[config.mk]
export PLATFORM = sky130hd
export DESIGN_NAME = map_drawer
export DESIGN_NICKNAME = d
export VERILOG_FILES = /design/src/rtl/map_pkg.sv /design/src/rtl/map_tile_cnt.sv /design/src/rtl/map_drawer.sv
export SDC_FILE = /design/constraint.sdc
export NUM_CORES = 1
export LEC_CHECK = 0
export BUFFER_PORTS_ARGS = -buffer_cell sky130_fd_sc_hd__clkbuf_2
export CAP_MARGIN = 20
export CORE_AREA = 2 2 45 89
export DETAILED_ROUTE_END_ITERATION = 10
export DIE_AREA = 0 0 47 91
export PLACE_DENSITY = 0.85
export SYNTH_ARGS = -nofsm -noshare
export SYNTH_HDL_FRONTEND = slang
export SYNTH_SLANG_ARGS = --single-unit
[constraint.sdc]
create_clock -name clock -period 2.3 [get_ports clock]
set_clock_uncertainty 0.2 [all_clocks]
set_input_delay 0.23 -clock clock [delete_from_list [all_inputs] [get_ports clock]]
set_output_delay 0.23 -clock clock [all_outputs]
set_load 0.02 [all_outputs]
[src/rtl/map_pkg.sv]
// Shared constants and FSM encoding for the maze-map painter.
// Used by map_drawer and map_tile_cnt.
package map_pkg;

  localparam int MAP_W     = 27;
  localparam int MAP_H     = 24;
  localparam int TILE      = 4;
  localparam int TILE_LOG2 = $clog2(TILE);
  localparam int X_ORG     = 26;
  localparam int Y_ORG     = 12;

  localparam logic [2:0] WALL_COLOUR = 3'b001;
  localparam logic [2:0] BG_COLOUR   = 3'b000;

  typedef enum logic [1:0] {
    S_IDLE   = 2'd0,
    S_LOOKUP = 2'd1,
    S_DRAW   = 2'd2,
    S_DONE   = 2'd3
  } state_t;

endpackage

[src/rtl/map_tile_cnt.sv]
// Tile coordinate counter: ty runs fastest, tx steps when ty wraps (column-major sweep).
// Clears back to tile (0,0) after the last tile so the next sweep starts clean.
module map_tile_cnt
  import map_pkg::*;
(
  input  logic       clock,
  input  logic       resetn,
  input  logic       advance,
  output logic [7:0] tx,
  output logic [6:0] ty,
  output logic       last_tile
);

  assign last_tile = (tx == 8'(MAP_W - 1)) && (ty == 7'(MAP_H - 1));

  always_ff @(posedge clock or negedge resetn) begin
    if (!resetn) begin
      tx <= '0;
      ty <= '0;
    end else if (advance) begin
      if (last_tile) begin
        tx <= '0;
        ty <= '0;
      end else if (ty == 7'(MAP_H - 1)) begin
        ty <= '0;
        tx <= tx + 8'd1;
      end else begin
        ty <= ty + 7'd1;
      end
    end
  end

endmodule

[src/rtl/map_drawer.sv]
// Sweeps every map tile, looks up its wall bit and paints it as a TILE x TILE pixel block.
// Optional MAP_DRAW_SKIP_EMPTY_EN: empty tiles are skipped so only walls are painted.
module map_drawer
  import map_pkg::*;
(
  input  logic       clock,
  input  logic       resetn,
  input  logic       start,
  output logic       busy,
  output logic       done,
  output logic [7:0] map_x,
  output logic [6:0] map_y,
  input  logic       map_q,
  output logic [7:0] x_out,
  output logic [6:0] y_out,
  output logic [2:0] colour,
  output logic       plot
);

  state_t state, next_state;

  logic [7:0]           tx;
  logic [6:0]           ty;
  logic                 last_tile;
  logic                 advance;
  logic                 wall_r;
  logic [TILE_LOG2-1:0] px, py;
  logic                 tile_end;

  map_tile_cnt u_tile_cnt (
    .clock     (clock),
    .resetn    (resetn),
    .advance   (advance),
    .tx        (tx),
    .ty        (ty),
    .last_tile (last_tile)
  );

  assign tile_end = (&px) && (&py);

  always_ff @(posedge clock or negedge resetn) begin
    if (!resetn) state <= S_IDLE;
    else         state <= next_state;
  end

  always_comb begin
    next_state = state;
    advance    = 1'b0;
    case (state)
      S_IDLE:   if (start) next_state = S_LOOKUP;
      S_LOOKUP: begin
`ifdef MAP_DRAW_SKIP_EMPTY_EN
        if (!map_q) begin
          advance    = 1'b1;
          next_state = last_tile ? S_DONE : S_LOOKUP;
        end else begin
          next_state = S_DRAW;
        end
`else
        next_state = S_DRAW;
`endif
      end
      S_DRAW: begin
        if (tile_end) begin
          advance    = 1'b1;
          next_state = last_tile ? S_DONE : S_LOOKUP;
        end
      end
      S_DONE:   next_state = S_IDLE;
      default:  next_state = S_IDLE;
    endcase
  end

  always_comb begin
    busy  = (state != S_IDLE);
    done  = (state == S_DONE);
    map_x = tx;
    map_y = ty;
  end

  // px is the inner pixel loop; both wrap to 0 together at the end of each tile
  always_ff @(posedge clock or negedge resetn) begin
    if (!resetn) begin
      px     <= '0;
      py     <= '0;
      wall_r <= 1'b0;
    end else begin
      if (state == S_LOOKUP) wall_r <= map_q;
      if (state == S_DRAW) begin
        px <= px + 1'b1;
        if (&px) py <= py + 1'b1;
      end
    end
  end

  // Pixel outputs are registered so the VGA port never sees combinational glitches
  always_ff @(posedge clock or negedge resetn) begin
    if (!resetn) begin
      plot   <= 1'b0;
      x_out  <= '0;
      y_out  <= '0;
      colour <= '0;
    end else if (state == S_DRAW) begin
      plot   <= 1'b1;
      x_out  <= 8'(X_ORG) + 8'(tx << TILE_LOG2) + 8'(px);
      y_out  <= 7'(Y_ORG) + 7'(ty << TILE_LOG2) + 7'(py);
      colour <= wall_r ? WALL_COLOUR : BG_COLOUR;
    end else begin
      plot   <= 1'b0;
    end
  end

endmodule

==> out/metrics.csv <==
stage,metric,value,unit
finish,ANT cells,0,
synth,post-synth cell types,43,
finish,fin util,0.625,
synth,register area share after synthesis,0.515,
synth,Seq cells post-synth,39,
routing,routed length per instance,13.1,um
timing,setup repair after global routing missed its margin,false,
clock_network,Max clock buf depth,2,
clock_network,H-tree depth,2,
grt,GRT Total Usage,0.208,
synth,synth top area cells,"dfrtp_1 (52%), nand2_1 (8.7%), ha_1 (5.3%), o21ai_0 (5.0%), xnor2_1 (3.7%)",
floorplanning,die height,91,um
power,Clock power frac,0.381,
floorplanning,die area,0.00428,mm2
timing,Peak Freq,0.480,GHz
routing,Avg Vias per Cell,5.21,
status,status,finished clean,
worst_setup_path,slowest CP cell,and4b_1,
timing,setup TNS,0,ns
synth,cell taking the most area after synthesis,dfrtp_1,
run,Max Cap Viol,0,
power,sequential share of power,0.595,
clock_network,CTS tree,yes,
timing,Worst-Margin Slew,0.588,ns
worst_setup_path,RR Endpoint,u_tile_cnt.tx[3],
routing,number of iterations in the first detailed-routing pass,4,
floorplanning,Die X-Extent,47,um
routing,DRC errors left,0,
floorplanning,Top Ports,40,
routing,routed vias,1479,
power,Logic pwr share,0.024,
placed_design,HPWL after DPL,2730,um
routing,Routed Antenna Nets,0,
timing,Max Slew Vio Count,0,
synth,Yosys top cell area share,0.515,
clock_network,# clock sinks,39,
hold_path,Hold WC Path Type,reg2reg,
power,P_sw,0.000248,W
finish,share of cells above drive strength 1,0.230,
synth,Synth Instances,191,
floorplanning,Rows,31,
worst_setup_path,CP required,2.31,ns
clock_network,Root Driver,clkbuf_8,
floorplanning,Initial Utilization,0.531,
power,switching portion of total power,0.215,
clock_network,post-CTS setup repair buffer count,0,
clock_network,Clock transition at path regs,0.07,ns
worst_setup_path,Top delay family on crit path,simple AND/OR/NAND/NOR gates,
timing,Slew headroom,0.602,
clock_network,latest clock arrival within the worst-skew pair,0.30,ns
routing,drt total wl,3710,um
placed_design,Port Buf Inserts,37,
hold_path,hold_sp,wall_r,
finish,"Design Area, Final",0.00223,mm2
power,Peak supply drop,530,uV
timing,Final Hold Fails,0,
grt,Overflow after GRT,0,
timing,period utilization,0.905,
grt,first-pass GRT wire length,6520,um
power,power per cell area,518,mW/mm2
hold_path,WHS Endpoint,colour[0],
synth,warnings from Yosys,0,
worst_setup_path,R2R cell count,5,
worst_setup_path,CP endpoint kind,flip-flop,
finish,fin nets,246,
power,LEAKAGE,1.05,nW
clock_network,CTS Buf Count,5,
worst_setup_path,crit path max fanout,9,
worst_setup_path,R2R setup slack,0.22,ns
synth,synthesized area,0.00189,mm2
worst_setup_path,Worst R2R Start,px[1],
worst_setup_path,Worst EP arrival,2.10,ns
finish,area grow syn2layout,17.7,%
worst_setup_path,kind of critical path,reg2reg,
power,Pint,0.000908,W
grt,vias in the first global route,1524,
timing,Final Setup Violations,0,
worst_setup_path,WP buf/inv,0,
grt,initial antenna violation count,0,
floorplanning,Core Region,0.00357,mm2
clock_network,CTS-repair resized insts,0,
routing,DRT iter0 DRCs,42,
placed_design,Final GP Congestion,0.773,
timing,fin crit period,2.08,ns
placed_design,placed cell area,0.00212,mm2
worst_setup_path,crit start category,flip-flop,
grt,pin count of the biggest net entering global routing,40,
hold_path,hold path cells,2,
worst_setup_path,worst-path cell chain,ha_1 > and4b_1 > nand3_4 > or4_1 > o21ai_0,
worst_setup_path,CP max stage delay,0.44,ns
synth,"Avg Cell Area, Syn",9.92,um2
[sequential cells by signal, indices dropped and copies added, names as in the netlist]
| register | cells |
|---|---|
| colour | 1 |
| plot | 1 |
| px | 2 |
| py | 2 |
| state | 2 |
| u_tile_cnt.tx | 8 |
| u_tile_cnt.ty | 7 |
| wall_r | 1 |
| x_out | 8 |
| y_out | 7 |
[cells in the final DEF, fill, tap and decap left out, types with 2 or more instances in the layout]
cell type and instances:
nor4_1 2, buf_4 3, a21oi_1 4, conb_1 2, o21ai_0 19, nor2_1 4
clkbuf_8 5, inv_1 9, ha_1 8, clkbuf_2 37, nand3_1 4, and2_1 2
mux2_2 3, nand4_1 3, dlygate4sd3_1 3, xnor2_1 8, nand2_1 44, nor3_1 3
o31ai_1 3, dfrtp_1 39, xor2_1 6, clkbuf_1 2
[cells by family (layout without fill, tap and decap cells)]
group | after synthesis | count (layout) | share of synthesized area
AOI/OAI and AO/OA | 31 | 31 | 0.0905
xor gates and xnor gates | 14 | 14 | 0.0647
adders and majority gates | 8 | 8 | 0.0528
buffers and inverters | 18 | 61 | 0.0456
DFF | 39 | 39 | 0.515
muxes | 3 | 3 | 0.0178
other | 1 | 2 | 0.00198
and+or+nand+nor | 77 | 77 | 0.211
[cells in the mapped netlist, drive strengths merged]
cell type and count:
or4 1, nor3 3, o31ai 3, nor3b 1, or2 1, nor4b 1
nand3 5, nand4b 1, mux2 3, or2b 1, nand2b 1, xor2 6
clkinv 1, o22ai 1, a31oi 1, nand4 3, nand2 45, inv 9
buf 5, and3 1, and4bb 1, conb 1, dfrtp 39, a211o 1
xnor2 8, and2 2, nor4 2, nor2b 1, nor2 4, or4b 1
o21ai 20, ha 8, a21oi 4, and4b 1, clkbuf 3, a21boi 1
or3 1
[worst max path at each step]
stage,endpoint,startpoint,cells after the start,slack [ns]
finish,u_tile_cnt.tx[3],px[1],5,0.22
global route,state[1],u_tile_cnt.tx[1],5,0.05
CTS,u_tile_cnt.tx[3],px[1],5,0.22
detailed placement,u_tile_cnt.tx[3],px[1],5,0.21
global placement,u_tile_cnt.tx[3],px[1],5,0.31
floorplan,u_tile_cnt.tx[3],u_tile_cnt.tx[0],6,0.37
[area by class of cell]
cell class	instances	area [um2]
sequential	39	976
multi-input combinational	135	836
timing repair buffer	43	238
clock buffer	7	76.3
tap	49	61.3
inverter	10	37.5
fill	332	1340
clock inverter	1	5.00
[through the flow]
stage | hold slack (ns) | power [W] | worst slack [ns] | cells
floorplan | -0.266 | 0.000710 | 0.369 | 192
global placement | 0.106 | 0.000725 | 0.307 | 273
detailed placement | 0.114 | 0.000725 | 0.208 | 273
CTS | 0.270 | 0.00117 | 0.215 | 284
global route | 0.300 | 0.00120 | 0.0454 | 284
finish | 0.266 | 0.00116 | 0.219 | 284
[repair_timing]
item / in CTS / in global routing
endpoints found under the hold margin: 41 / 0
setup endpoints to repair: 0 / 0
hold buffers: 3 / 0
[metal layers]
| metal | vias up | share of wire | GRT usage |
|---|---|---|---|
| met3 | 11 | 0.043 | 0.0477 |
| met2 | 41 | 0.55 | 0.346 |
| met1 | 705 | 0.37 | 0.212 |
| met5 | - | 0 | 0 |
| met4 | 0 | 0.033 | 0.137 |
| li1 | 722 | - | - |
[worst min-delay path: stages (launching register included)]
cell,delay [ns]
dfrtp_1,0.34
nand2_1,0.05
nand2_1,0.05
[power by group through the flow]
stage | Sequential (W) | Clock [W] | Combinational (W)
global placement | 0.000701 | 0 | 0.0000237
global route | 0.000688 | 0.000484 | 0.0000312
CTS | 0.000688 | 0.000456 | 0.0000281
detailed placement | 0.000701 | 0 | 0.0000240
finish | 0.000688 | 0.000441 | 0.0000272
floorplan | 0.000703 | 0 | 0.00000708
Note: power is estimated with default switching activity, not from simulation.
